--- config.mk ---
export PLATFORM = sky130hd
export DESIGN_NAME = branch_ctrl
export DESIGN_NICKNAME = d
export VERILOG_FILES = /design/src/rtl/branch_ctrl.sv
export SDC_FILE = /design/constraint.sdc
export NUM_CORES = 1
export LEC_CHECK = 0
export CAP_MARGIN = 25
export CORE_MARGIN = 2
export CORE_UTILIZATION = 30
export CTS_CLUSTER_SIZE = 16
export DETAILED_ROUTE_END_ITERATION = 8
export GPL_TIMING_DRIVEN = 1
export PLACE_DENSITY = 0.55
export RECOVER_POWER = 50
export SLEW_MARGIN = 0
export SYNTH_ARGS = -nofsm -noshare
export SYNTH_HDL_FRONTEND = slang
export SYNTH_SLANG_ARGS = --single-unit
--- constraint.sdc ---
create_clock -name clk -period 4.51 [get_ports clk]
set_clock_uncertainty 0.2 [all_clocks]
set_input_delay 0.902 -clock clk [delete_from_list [all_inputs] [get_ports clk]]
set_output_delay 0.902 -clock clk [all_outputs]
set_load 0.02 [all_outputs]
--- src/rtl/branch_ctrl.sv ---
// Branch resolution and PC register: redirect/target combinational, pc/flush/pulses update one edge later.
// Stall holds pc and the flush counter; a redirect overrides stall.
module branch_ctrl #(
  parameter int               WIDTH        = 32,
  parameter logic [WIDTH-1:0] RESET_PC     = '0,
  parameter int               FLUSH_CYCLES = 2
) (
  input  logic             clk,
  input  logic             rst_n,
  input  logic             stall,
  input  logic             valid_ex,
  input  logic             is_branch,
  input  logic             is_jal,
  input  logic             is_jalr,
  input  logic [2:0]       funct3,
  input  logic [WIDTH-1:0] pc_ex,
  input  logic [WIDTH-1:0] imm_ex,
  input  logic [WIDTH-1:0] rs1_out,
  input  logic             br_eq,
  input  logic             br_lt,
  output logic             cmpop,
  output logic [WIDTH-1:0] pc,
  output logic [WIDTH-1:0] pc_plus4,
  output logic             redirect,
  output logic [WIDTH-1:0] target,
  output logic             flush,
  output logic             misalign,
  output logic             illegal_br
);

  typedef enum logic {IDLE, FLUSH} state_t;

  localparam logic [2:0] FLUSH_INIT = 3'(FLUSH_CYCLES);

  state_t           state_q;
  logic [2:0]       cnt_q;
  logic             flush_q;
  logic [WIDTH-1:0] pc_q;
  logic [WIDTH-1:0] pc_d;
  logic             misalign_q;
  logic             illegal_q;

  logic             v;
  logic             cond;
  logic             br_sel;
  logic             taken;
  logic             misaligned;
  logic             illegal_hit;

  assign cmpop = funct3[1];
  assign v     = valid_ex & ~flush_q;

  always_comb begin
    cond = 1'b0;
    case (funct3)
      3'b000:  cond = br_eq;
      3'b001:  cond = ~br_eq;
      3'b100:  cond = br_lt;
      3'b101:  cond = ~br_lt;
      3'b110:  cond = br_lt;
      3'b111:  cond = ~br_lt;
      default: cond = 1'b0;
    endcase
  end

  // JALR wins over JAL, which wins over a conditional branch.
  assign br_sel = is_branch & ~is_jal & ~is_jalr;

  always_comb begin
    target = pc_ex + imm_ex;
    if (is_jalr) begin
      target = (rs1_out + imm_ex) & ~WIDTH'(1);
    end
  end

  // JALR already has bit0 cleared, so checking both low bits covers every type.
  assign misaligned  = |target[1:0];
  assign taken       = v & (is_jalr | is_jal | (br_sel & cond));
  assign redirect    = taken & ~misaligned;
  assign illegal_hit = v & br_sel & (funct3[2:1] == 2'b01);

  always_comb begin
    pc_d = pc_q + WIDTH'(4);
    if (redirect) begin
      pc_d = target;
    end else if (stall) begin
      pc_d = pc_q;
    end
  end

  always_ff @(posedge clk) begin
    if (!rst_n) begin
      state_q    <= IDLE;
      cnt_q      <= '0;
      flush_q    <= 1'b0;
      pc_q       <= RESET_PC;
      misalign_q <= 1'b0;
      illegal_q  <= 1'b0;
    end else begin
      pc_q       <= pc_d;
      misalign_q <= taken & misaligned;
      illegal_q  <= illegal_hit;
      case (state_q)
        IDLE: begin
          if (redirect) begin
            state_q <= FLUSH;
            cnt_q   <= FLUSH_INIT;
            flush_q <= 1'b1;
          end
        end
        FLUSH: begin
          if (!stall) begin
            if (cnt_q == 3'd1) begin
              state_q <= IDLE;
              cnt_q   <= '0;
              flush_q <= 1'b0;
            end else begin
              cnt_q <= cnt_q - 3'd1;
            end
          end
        end
        default: begin
          state_q <= IDLE;
          cnt_q   <= '0;
          flush_q <= 1'b0;
        end
      endcase
    end
  end

  assign pc         = pc_q;
  assign pc_plus4   = pc_q + WIDTH'(4);
  assign flush      = flush_q;
  assign misalign   = misalign_q;
  assign illegal_br = illegal_q;

endmodule
==> results.tsv <==
metric	value	unit
Yosys top cell area share	13.1	%
slowest stage delay, CP	0.50	ns
Min Clock Period, post-route	4.78	ns
switching portion of total power	41.1	%
r2r worst-path depth	9	
run status	finished with violations	
critical path arrival	3.67	ns
most area-consuming cells after synthesis	ha_1 13%, dfxtp_1 13%, xnor2_1 9.7%	
Clock transition at path regs	0.06	ns
H-tree levels	2	
row count	52	
clock insertion delay at the later pin of the skew report	0.29	ns
Worst setup SP type	input pin	
max-cap viol count	0	
GRT overflow	0	
EDFF count, synth	0	
die area	21600	µm²
worst path buffer plus inverter count	3	
# DRC	0	
pwr/cell area	224	nW/µm²
Overall Global Routing Usage	22.3	%
ys flop type	dfxtp_1	
I/O pins	209	
Tcrit/Tclk final	106	%
final hold vios	0	
remaining antenna violation count	0	
initial antenna violation count	0	
# setup viols final	12	
WL met3	899	µm
failing checks	negative setup slack	
global-route wire length before repair	39400	µm
Synth Warn #	0	
RSZ-0062 raised after global routing	yes	
register share of total power	16.7	%
DR top layer	met4	
Crit path depth	13	
Routability Congestion	0.846	
number of CTS-inserted buffers	5	
Net Sw Power	0.00107	W
R2R Setup Slk	1.54	ns
Root Buffer	clkbuf_16	
Register Area	782	µm²
critical path, cell by cell	buf_8, ha_4, nand4_1, a211oi_4, o311ai_4, nand4b_1, buf_4, a311oi_2, o41ai_2, xor2_1, a21oi_1, xnor2_1, buf_4	
Mapped Nets	1032	
TritonCTS clock tree	built	
Slew Limit Fails	0	
Post-Syn Area per Cell	7.14	µm²
P_leak	5.49	nW
nets	1510	
CP delay by family, top	compound AO/OA/AOI/OAI gates	
cell count after placement	1533	
post-synth top area cell	ha_1	
CP Launch Point	imm_ex[2]	
CTS sink cnt	39	
Post-Syn Area	6130	µm²
Setup Crit Path Kind	input pin to primary output	
hold path start	pc[1]	
TNS Setup	-1.37	ns
Clk pwr share	13.4	%
fraction of registers with async set/reset	0	%
Via density	4.97	
Post-Syn Instances	858	
layout overhead on the synthesized area	89.6	%
internal power	0.00154	W
multi-input logic area	5980	µm²
Core ar.	20200	µm²
Antenna Cells	0	
RR Startpoint	pc[4]	
Bufs on Longest Clock Path	2	
worst path required time	3.41	ns
crit path to	target[31]	
Met1 Routed Length	11800	µm
post-synthesis sequential area ratio	12.7	%
Worst Max-Slew Pin Slew	1.25	ns
routed wire length	25000	µm
post-detail-place hpwl	19600	µm
via count	7982	
Fill cells	1883	
Synth cell types	66	
crit-path max FO	2	
Comb pwr share	69.9	%
fraction of layout cells with a size suffix above 1	35.8	%
largest net degree at the start of global routing	53	
setup slack after layout	-0.266	ns
Layout Cells excl Fill	1607	
most used cell, CP	buf_4	
Max-Slew Margin vs Limit	16.6	%
Met2 Wirelength	11600	µm
Port Buffers	208	
register bit total from synthesis	39	
maximum clock rate	209	MHz
Die H	147	µm
Starting Density	30.4	%
DR pass1 iterations	5	
hold crit path type	flip-flop to flip-flop	
Worst VDD drop	0.132	mV
hold_buf cts	0	
vias in the first global route	7728	
WL per Instance	15.6	µm
Reg-to-Reg End	pc[31]	
die width	147	µm
CP max-delay cell	o41ai_2	
CP Capture Type	primary output	
Starting DRT DRC Count	287	
## layout make-up
type	instances	share of cell area (%)
Multi-Input combinational cell	749	51.5
Timing Repair Buffer	514	36.9
Sequential cell	39	6.73
Tap cell	270	2.91
Clock buffer	7	1.14
Inverter	27	0.872
Clock inverter	1	0.0431
## cells in the final DEF, fill, tap and decap left out, types with 5 or more instances in the layout
| master | count |
|---|---|
| nor3_1 | 22 |
| clkdlybuf4s50_1 | 78 |
| dfxtp_1 | 38 |
| o21ai_2 | 14 |
| a31oi_1 | 10 |
| dlygate4sd2_1 | 33 |
| nor2b_1 | 10 |
| a21oi_1 | 51 |
| o211a_1 | 22 |
| xor2_1 | 38 |
| ha_1 | 31 |
| o21ai_1 | 15 |
| buf_2 | 9 |
| nand2b_1 | 12 |
| xnor2_1 | 64 |
| nand3_1 | 20 |
| nor2_1 | 61 |
| buf_6 | 22 |
| nand4_1 | 16 |
| a21oi_4 | 7 |
| ha_4 | 30 |
| dlygate4sd3_1 | 45 |
| inv_1 | 26 |
| or3_1 | 7 |
| a21oi_2 | 13 |
| a21o_1 | 26 |
| and3_1 | 11 |
| clkbuf_1 | 7 |
| buf_4 | 301 |
| clkbuf_2 | 10 |
| o21bai_1 | 8 |
| o21ai_0 | 33 |
| dlymetal6s2s_1 | 8 |
| nand2_1 | 104 |
| clkbuf_16 | 5 |
| o21a_1 | 9 |
## power groups by stage
stage,clock [W],sequential [W],combinational [W]
after CTS,0.000360,0.000437,0.00175
after global placement,0,0.000443,0.00157
after global routing,0.000371,0.000444,0.00196
final,0.000351,0.000435,0.00182
after floorplan,0,0.000466,0.000723
after detailed placement,0,0.000444,0.00157
## worst min path at each step
stage / to / slack (ns) / cells after the start
global route: pc[1] / 0.32 / 1
CTS: pc[1] / 0.30 / 1
detailed placement: pc[1] / 0.29 / 1
finish: pc[1] / 0.30 / 1
global placement: pc[1] / 0.29 / 1
floorplan: cnt_q[1] / 0.30 / 1
## cell families (layout without fill, tap and decap cells)
family / after synthesis / in the layout / share of synthesized area (%)
multiplexers: 10 / 10 / 1.67
AO/OA/AOI/OAI: 266 / 266 / 28.8
adder cells (fa/ha/maj): 66 / 66 / 13.7
XOR/XNOR: 106 / 106 / 15.1
AND/OR/NAND/NOR: 301 / 301 / 23.4
flip-flops: 39 / 39 / 12.7
buffers and inverters: 70 / 549 / 4.47
## what timing repair did
item                                    4_1_cts  5_1_grt
pin swaps                                   100       48
setup buffers                                53       17
gates resized for setup                     330       81
cloned                                        0        0
endpoints found under the setup margin       28       25
## synthesized netlist by cell type, types with 3 or more instances
| cell type | number |
|---|---|
| o311ai_0 | 4 |
| a21o_1 | 26 |
| and4_1 | 4 |
| nand2_1 | 107 |
| xor2_1 | 38 |
| and3_1 | 14 |
| nor2b_1 | 10 |
| o211a_1 | 22 |
| mux2i_1 | 8 |
| xnor2_1 | 68 |
| o21bai_1 | 9 |
| nand2b_1 | 12 |
| a21oi_1 | 71 |
| nand3_1 | 22 |
| o21a_1 | 9 |
| o21ai_0 | 60 |
| a211oi_1 | 6 |
| a311oi_1 | 4 |
| nor3_1 | 22 |
| clkbuf_1 | 36 |
| buf_4 | 3 |
| a31oi_1 | 11 |
| dfxtp_1 | 39 |
| and2_1 | 6 |
| o41ai_1 | 4 |
| nor4_1 | 4 |
| a311o_1 | 3 |
| or3_1 | 9 |
| nand4_1 | 16 |
| o31ai_1 | 7 |
| a21boi_0 | 3 |
| inv_1 | 26 |
| ha_1 | 64 |
| buf_1 | 4 |
| or2_2 | 4 |
| nor2_1 | 64 |
## sequential cells by signal, indices dropped and copies added (netlist names)
| register | count |
|---|---|
| pc | 32 |
| cnt_q | 3 |
| flush | 1 |
| illegal_br | 1 |
| misalign | 1 |
| state_q | 1 |
## per-stage QoR
stage                     total power, W  utilization (%)  setup WS (ns)  area (µm²)  hold WS, ns
after detailed placement         0.00202             50.4          -1.19       10200        0.294
after global placement           0.00202             50.4          -1.20       10200        0.290
after global routing             0.00277             57.6         -0.360       11600        0.318
after CTS                        0.00255             56.0        -0.0642       11300        0.302
final                            0.00261             57.6         -0.266       11600        0.296
after floorplan                  0.00119                -         0.0315        6130        0.297
## metal layers
layer / GRT usage [%] / vias to the layer above
li1: - / 4059
met1: 30.8 / 3692
met2: 37.2 / 191
met3: 1.52 / 40
met4: 7.12 / 0
met5: 0 / -
(Power assumes the default switching activity.)
